--- config.mk ---
export PLATFORM = sky130hd
export DESIGN_NAME = shift_chain_ctrl
export DESIGN_NICKNAME = d
export VERILOG_FILES = /design/src/rtl/shift_chain_pkg.sv /design/src/rtl/shift_chain.sv /design/src/rtl/shift_chain_ctrl.sv
export SDC_FILE = /design/constraint.sdc
export NUM_CORES = 1
export LEC_CHECK = 0
export CORE_UTILIZATION = 52
export DETAILED_ROUTE_END_ITERATION = 10
export GPL_TIMING_DRIVEN = 0
export PLACE_DENSITY = 0.81
export SYNTH_ARGS = -nofsm -noshare
export SYNTH_HDL_FRONTEND = slang
export SYNTH_SLANG_ARGS = --single-unit
--- constraint.sdc ---
create_clock -name clk -period 1.8 [get_ports clk]
set_clock_uncertainty 0.1 [all_clocks]
set_input_delay 0.18 -clock clk [delete_from_list [all_inputs] [get_ports clk]]
set_output_delay 0.18 -clock clk [all_outputs]
set_load 0.03 [all_outputs]
--- src/rtl/shift_chain_pkg.sv ---
// Shared types for the shift-chain serializer: FSM state encoding and default word length.
package shift_chain_pkg;

  localparam int WIDTH_DEF = 8;

  typedef enum logic [1:0] {
    IDLE  = 2'd0,
    SHIFT = 2'd1,
    PAR   = 2'd2,
    DONE  = 2'd3
  } state_t;

endpackage

--- src/rtl/shift_chain.sv ---
// WIDTH-bit D flip-flop chain with async clear, parallel load and right shift (zero fill at MSB).
module shift_chain
  import shift_chain_pkg::*;
#(
  parameter int WIDTH = WIDTH_DEF
) (
  input  logic             clk,
  input  logic             rst,
  input  logic             i_load_en,
  input  logic             i_shift_en,
  input  logic [WIDTH-1:0] i_load_data,
  output logic             o_lsb
);

  logic [WIDTH-1:0] r_chain;

  // Load wins over shift; the controller never asserts both in the same cycle.
  always_ff @(posedge clk or posedge rst) begin
    if (rst) begin
      r_chain <= '0;
    end else if (i_load_en) begin
      r_chain <= i_load_data;
    end else if (i_shift_en) begin
      r_chain <= {1'b0, r_chain[WIDTH-1:1]};
    end
  end

  assign o_lsb = r_chain[0];

endmodule

--- src/rtl/shift_chain_ctrl.sv ---
// Parallel-in, serial-out controller: accepts a word, streams it LSB-first, pulses done.
// Optional trailing even-parity bit when SHIFT_CHAIN_PARITY_EN is defined.
//
// state | meaning
// IDLE  | waiting for a word, load_ready high
// SHIFT | streaming data bits from chain[0]
// PAR   | presenting the parity bit (parity build only)
// DONE  | one-cycle done pulse, then back to IDLE
module shift_chain_ctrl
  import shift_chain_pkg::*;
#(
  parameter int WIDTH = WIDTH_DEF
) (
  input  logic             clk,
  input  logic             rst,
  input  logic             load_valid,
  output logic             load_ready,
  input  logic [WIDTH-1:0] load_data,
  output logic             ser_valid,
  input  logic             ser_ready,
  output logic             ser_out,
  output logic             busy,
  output logic             done
);

  localparam int CNT_W = $clog2(WIDTH + 1);
  localparam logic [CNT_W-1:0] LAST = CNT_W'(WIDTH - 1);

  state_t           r_state;
  logic [CNT_W-1:0] r_cnt;
  logic             r_load_ready;
  logic             r_ser_valid;
  logic             r_busy;
  logic             r_done;
  logic             w_load_en;
  logic             w_shift_en;
  logic             w_lsb;

  assign w_load_en  = (r_state == IDLE) && r_load_ready && load_valid;
  assign w_shift_en = (r_state == SHIFT) && ser_ready;

  shift_chain #(.WIDTH(WIDTH)) u_chain (
    .clk        (clk),
    .rst        (rst),
    .i_load_en  (w_load_en),
    .i_shift_en (w_shift_en),
    .i_load_data(load_data),
    .o_lsb      (w_lsb)
  );

`ifdef SHIFT_CHAIN_PARITY_EN
  logic r_parity;

  always_ff @(posedge clk or posedge rst) begin
    if (rst) begin
      r_parity <= 1'b0;
    end else if (w_load_en) begin
      r_parity <= ^load_data;
    end
  end

  assign ser_out = (r_state == SHIFT) ? w_lsb : ((r_state == PAR) ? r_parity : 1'b0);
`else
  assign ser_out = (r_state == SHIFT) && w_lsb;
`endif

  // load_ready is registered, so it first rises on the first clock edge after reset release.
  always_ff @(posedge clk or posedge rst) begin
    if (rst) begin
      r_state      <= IDLE;
      r_cnt        <= '0;
      r_load_ready <= 1'b0;
      r_ser_valid  <= 1'b0;
      r_busy       <= 1'b0;
      r_done       <= 1'b0;
    end else begin
      case (r_state)
        IDLE: begin
          if (w_load_en) begin
            r_state      <= SHIFT;
            r_cnt        <= '0;
            r_load_ready <= 1'b0;
            r_ser_valid  <= 1'b1;
            r_busy       <= 1'b1;
          end else begin
            r_load_ready <= 1'b1;
          end
        end
        SHIFT: begin
          if (ser_ready) begin
            r_cnt <= r_cnt + CNT_W'(1);
            if (r_cnt == LAST) begin
`ifdef SHIFT_CHAIN_PARITY_EN
              r_state <= PAR;
`else
              r_state     <= DONE;
              r_ser_valid <= 1'b0;
              r_done      <= 1'b1;
`endif
            end
          end
        end
`ifdef SHIFT_CHAIN_PARITY_EN
        PAR: begin
          if (ser_ready) begin
            r_state     <= DONE;
            r_ser_valid <= 1'b0;
            r_done      <= 1'b1;
          end
        end
`endif
        DONE: begin
          r_state      <= IDLE;
          r_done       <= 1'b0;
          r_busy       <= 1'b0;
          r_load_ready <= 1'b1;
        end
        default: begin
          r_state      <= IDLE;
          r_ser_valid  <= 1'b0;
          r_done       <= 1'b0;
          r_busy       <= 1'b0;
          r_load_ready <= 1'b1;
        end
      endcase
    end
  end

  assign load_ready = r_load_ready;
  assign ser_valid  = r_ser_valid;
  assign busy       = r_busy;
  assign done       = r_done;

endmodule

==> run summary <==
The flow ran to the end, and the final reports show no timing, DRC or antenna violations. The total overflow left after global routing is 0. The highest net fanout along the worst path is 6. The length of the first detailed-routing pass in iterations came out at 4.

In the final routed layout, each cell accounts on average for around 15 um. The power density relative to cell area came out at approximately 1500 nW/um^2. The main combinational cell family by area after synthesis is simple AND/OR/NAND/NOR gates. The die covers 1710 um^2. The detailed placement HPWL is 1.18 mm. Setup violations remaining at the end of the flow were counted as 0.

Across every metal layer, demand over resource in global routing totals 23.3%. The total number of placement rows is 13. After Yosys synthesis, full adders, half adders and majority gates account for between 1.5 and 2% of the synthesized area.

The final total power is 1.54 mW. After the first detailed-routing iteration, the DRC count stood at 19. The number of ports placed on the die boundary is 17.

The synthesized area came out at 805 um^2. The synthesized netlist contains 24 unique library cells. The mean area per synthesized cell came out at about 11 um^2. The post-route cell area is 1020 um^2.

The start of the worst register-to-register path is r_state[1]. The analysis attributes to cell leakage a power of 0.480 nW. The maximum ir drop on the vdd rail came out at roughly 890 uV.

Across the run, the number of max-cap violations was 0. The number of antenna violations at the first check in global routing was 0. The total number of nets in the final design came out at 107. TritonCTS built the clock tree. The simple-gate share of the synthesized area is approximately a fifth. The CTS buffer count came out at 3. The max-slew violation count was 0. At the pin with the least slew margin, the transition time is 688 ps. Entering global routing, the biggest net connects 19 pins. The post-synthesis share of cell area spent on xor and xnor gates is 0%.

The cell accounting for the most synthesized area is sky130_fd_sc_hd__dfrtp_1. The final setup TNS came out at 0 ps. The final-report hold violation count is 0. The minimum period implied by the final worst setup slack is 1690 ps. The startpoint type of the worst setup path is a flop.

0 antenna diodes ended up in the layout. For this run, the number of Yosys warnings is 0. The layout has between 100 and 150 filler cells. The starting utilization of the core area is around 59%. The fraction of synthesized area in multiplexers is 2.49%. The first global-routing pass estimated between 2 and 2.5 mm of wire. The class of the tightest hold or removal check is in -> async.

The data arrival time of the worst path came out at 1410 ps. The number of buffers added to fix hold violations after cts came out at 0. Ranked by total cell area, the synthesized netlist is headed by sky130_fd_sc_hd__dfrtp_1 (56%), sky130_fd_sc_hd__nand2_1 (4.2%), sky130_fd_sc_hd__a22oi_1 (3.7%), sky130_fd_sc_hd__nand3_1 (3.1%), sky130_fd_sc_hd__o21ai_0 (3.1%).

The critical path starts at r_state[0]. The routed wire length came out at 1.66 mm. The net count after synthesis is 86.

The via count of the routed design came out at 629. The floorplan step defined a core boundary enclosing 1370 um^2. The total of flip-flops plus latches after synthesis is 18.

The fraction of the mapped netlist area in compound gates is 14.3%. Of the post-synthesis cell area, the dominant cell type holds 56.0%. The upper clock frequency limit came out at approximately 600 MHz.

Setup repair after global routing left no endpoint under its margin. The number of nets with antenna violations after routing came out at 0. The clock insertion delay at the later pin of the skew report came out at 290 ps. Cells with a size suffix above 1 make up 11.8% of the layout.

Using the TritonRoute via totals, the vias-per-cell ratio works out to around 5.8. The number of design rule violations left after detail routing is 0. The final weighted congestion in routability-driven placement is 0.692. The tree is rooted in a sky130_fd_sc_hd__clkbuf_4. The via count of the first global-routing pass is ~550. The area growth from synthesis to layout came out at 26.6%. The die outline height is between 40 and 50 um. Clock-pin slew was measured on the worst setup and hold paths at 100 ps. Counting every instance in the synthesized netlist gives 73. Clock tree synthesis found a total of 18 sinks.

By startpoint and endpoint, the worst setup path is classified as reg -> out. The final worst-path cycle share is approximately 94%. CTS built an H-tree with a depth of 1. The post-CTS setup buffer count came out at 0. In this run the cell area measured after placement is 983 um^2. In this run the tightest slew margin relative to its limit is between 50% and 60%. The part of the Yosys area used for sequential elements is 56.0%.

From left edge to right edge, the die measures 41.3 um. The critical path capture point type is a primary output. The required time at the endpoint of the critical path came out at around 1500 ps. The number of buffer cells added on primary ports came out at 16. The clock passes through at most 2 buffers.
-- what timing repair did --
action	CTS	global route
endpoints found under the hold margin	0	0
resized for setup	1	0
endpoints found under the setup margin	1	0
-- critical path: stages (launching register included) --
cell and delay [ps]:
sky130_fd_sc_hd__dfrtp_1 440, sky130_fd_sc_hd__inv_1 100, sky130_fd_sc_hd__nor3_1 160, sky130_fd_sc_hd__dlygate4sd2_1 410
-- layout by cell type (no fill, tap or decap), types with 2 or more instances in the layout --
cell and instances:
sky130_fd_sc_hd__dfrtp_1 18, sky130_fd_sc_hd__clkdlybuf4s50_1 15, sky130_fd_sc_hd__nor3_1 2, sky130_fd_sc_hd__nand3_1 5, sky130_fd_sc_hd__inv_1 4, sky130_fd_sc_hd__nand2_1 9, sky130_fd_sc_hd__a21oi_1 3, sky130_fd_sc_hd__a22o_1 2
sky130_fd_sc_hd__buf_6 2, sky130_fd_sc_hd__mux2i_1 2, sky130_fd_sc_hd__o22ai_1 2, sky130_fd_sc_hd__clkbuf_4 3, sky130_fd_sc_hd__a21o_1 2, sky130_fd_sc_hd__a22oi_1 4, sky130_fd_sc_hd__nor2_1 3, sky130_fd_sc_hd__o21ai_0 5
-- area by class of cell --
type | instances | area, um^2 | share of cell area (%)
buffer | 3 | 27.5 | 2.70
tap | 15 | 18.8 | 1.84
clock buffer | 4 | 36.3 | 3.56
sequential | 18 | 450 | 44.2
multi-input combinational | 48 | 312 | 30.6
timing repair buffer | 16 | 159 | 15.6
inverter | 4 | 15.0 | 1.47
-- metrics by stage --
step | hold WS, ps | worst slack [ps] | cells | util, %
2_1_floorplan | 18.6 | 369 | 73 | -
3_3_place_gp | 362 | 129 | 104 | 72.0
3_5_place_dp | 370 | 137 | 104 | 72.0
4_1_cts | 191 | 88.4 | 108 | 74.5
5_1_grt | 282 | 23.9 | 108 | 74.5
6_report | 176 | 112 | 108 | 74.5
-- synthesized netlist by cell type (all sizes together) --
master    n
dfrtp    18
nand2     9
nand3     5
o21ai     5
a22oi     4
inv       4
nor2      4
a21oi     3
buf       3
nor3      3
a21o      2
a22o      2
mux2i     2
o22ai     2
and3      1
and3b     1
and4bb    1
ha        1
nand3b    1
nand4     1
nand4bb   1
-- state kept, by name, indices dropped and copies added (netlist names) --
| signal | flops |
|---|---|
| u_chain.r_chain | 8 |
| done | 1 |
| ser_valid | 1 |
| r_cnt | 4 |
| r_state | 2 |
| busy | 1 |
| load_ready | 1 |
-- logic make-up after synthesis --
group                    count (synthesis)
AND/OR/NAND/NOR                         27
AO/OA/AOI/OAI                           18
multiplexers                             2
buffers and inverters                    7
flip-flops                              18
adder cells (fa/ha/maj)                  1
-- path summary, 6_finish.rpt --
kind	to	cells after the start	slack, ps
worst min register to register	busy	1	390
worst max register to register	ser_valid	3	400
min in group clk	u_chain.r_chain[3]	3	390
max in group asynchronous	u_chain.r_chain[0]	2	980
worst min-delay path	done	2	180
worst max-delay path	ser_out	3	110
-- layer usage --
layer,GRT usage [%],vias up,part of all wire (%)
li1,-,303,-
met1,30.6,314,46
met5,0,-,0
met2,38.7,10,51
met4,9.68,0,0.84
met3,3.19,2,1.6
-- where the power goes --
part | internal [mW] | switching [mW]
logic | 0.272 | 0.333
registers | 0.569 | 0.120
clock network | 0.123 | 0.126
Note: power is estimated with default switching activity, not from simulation.
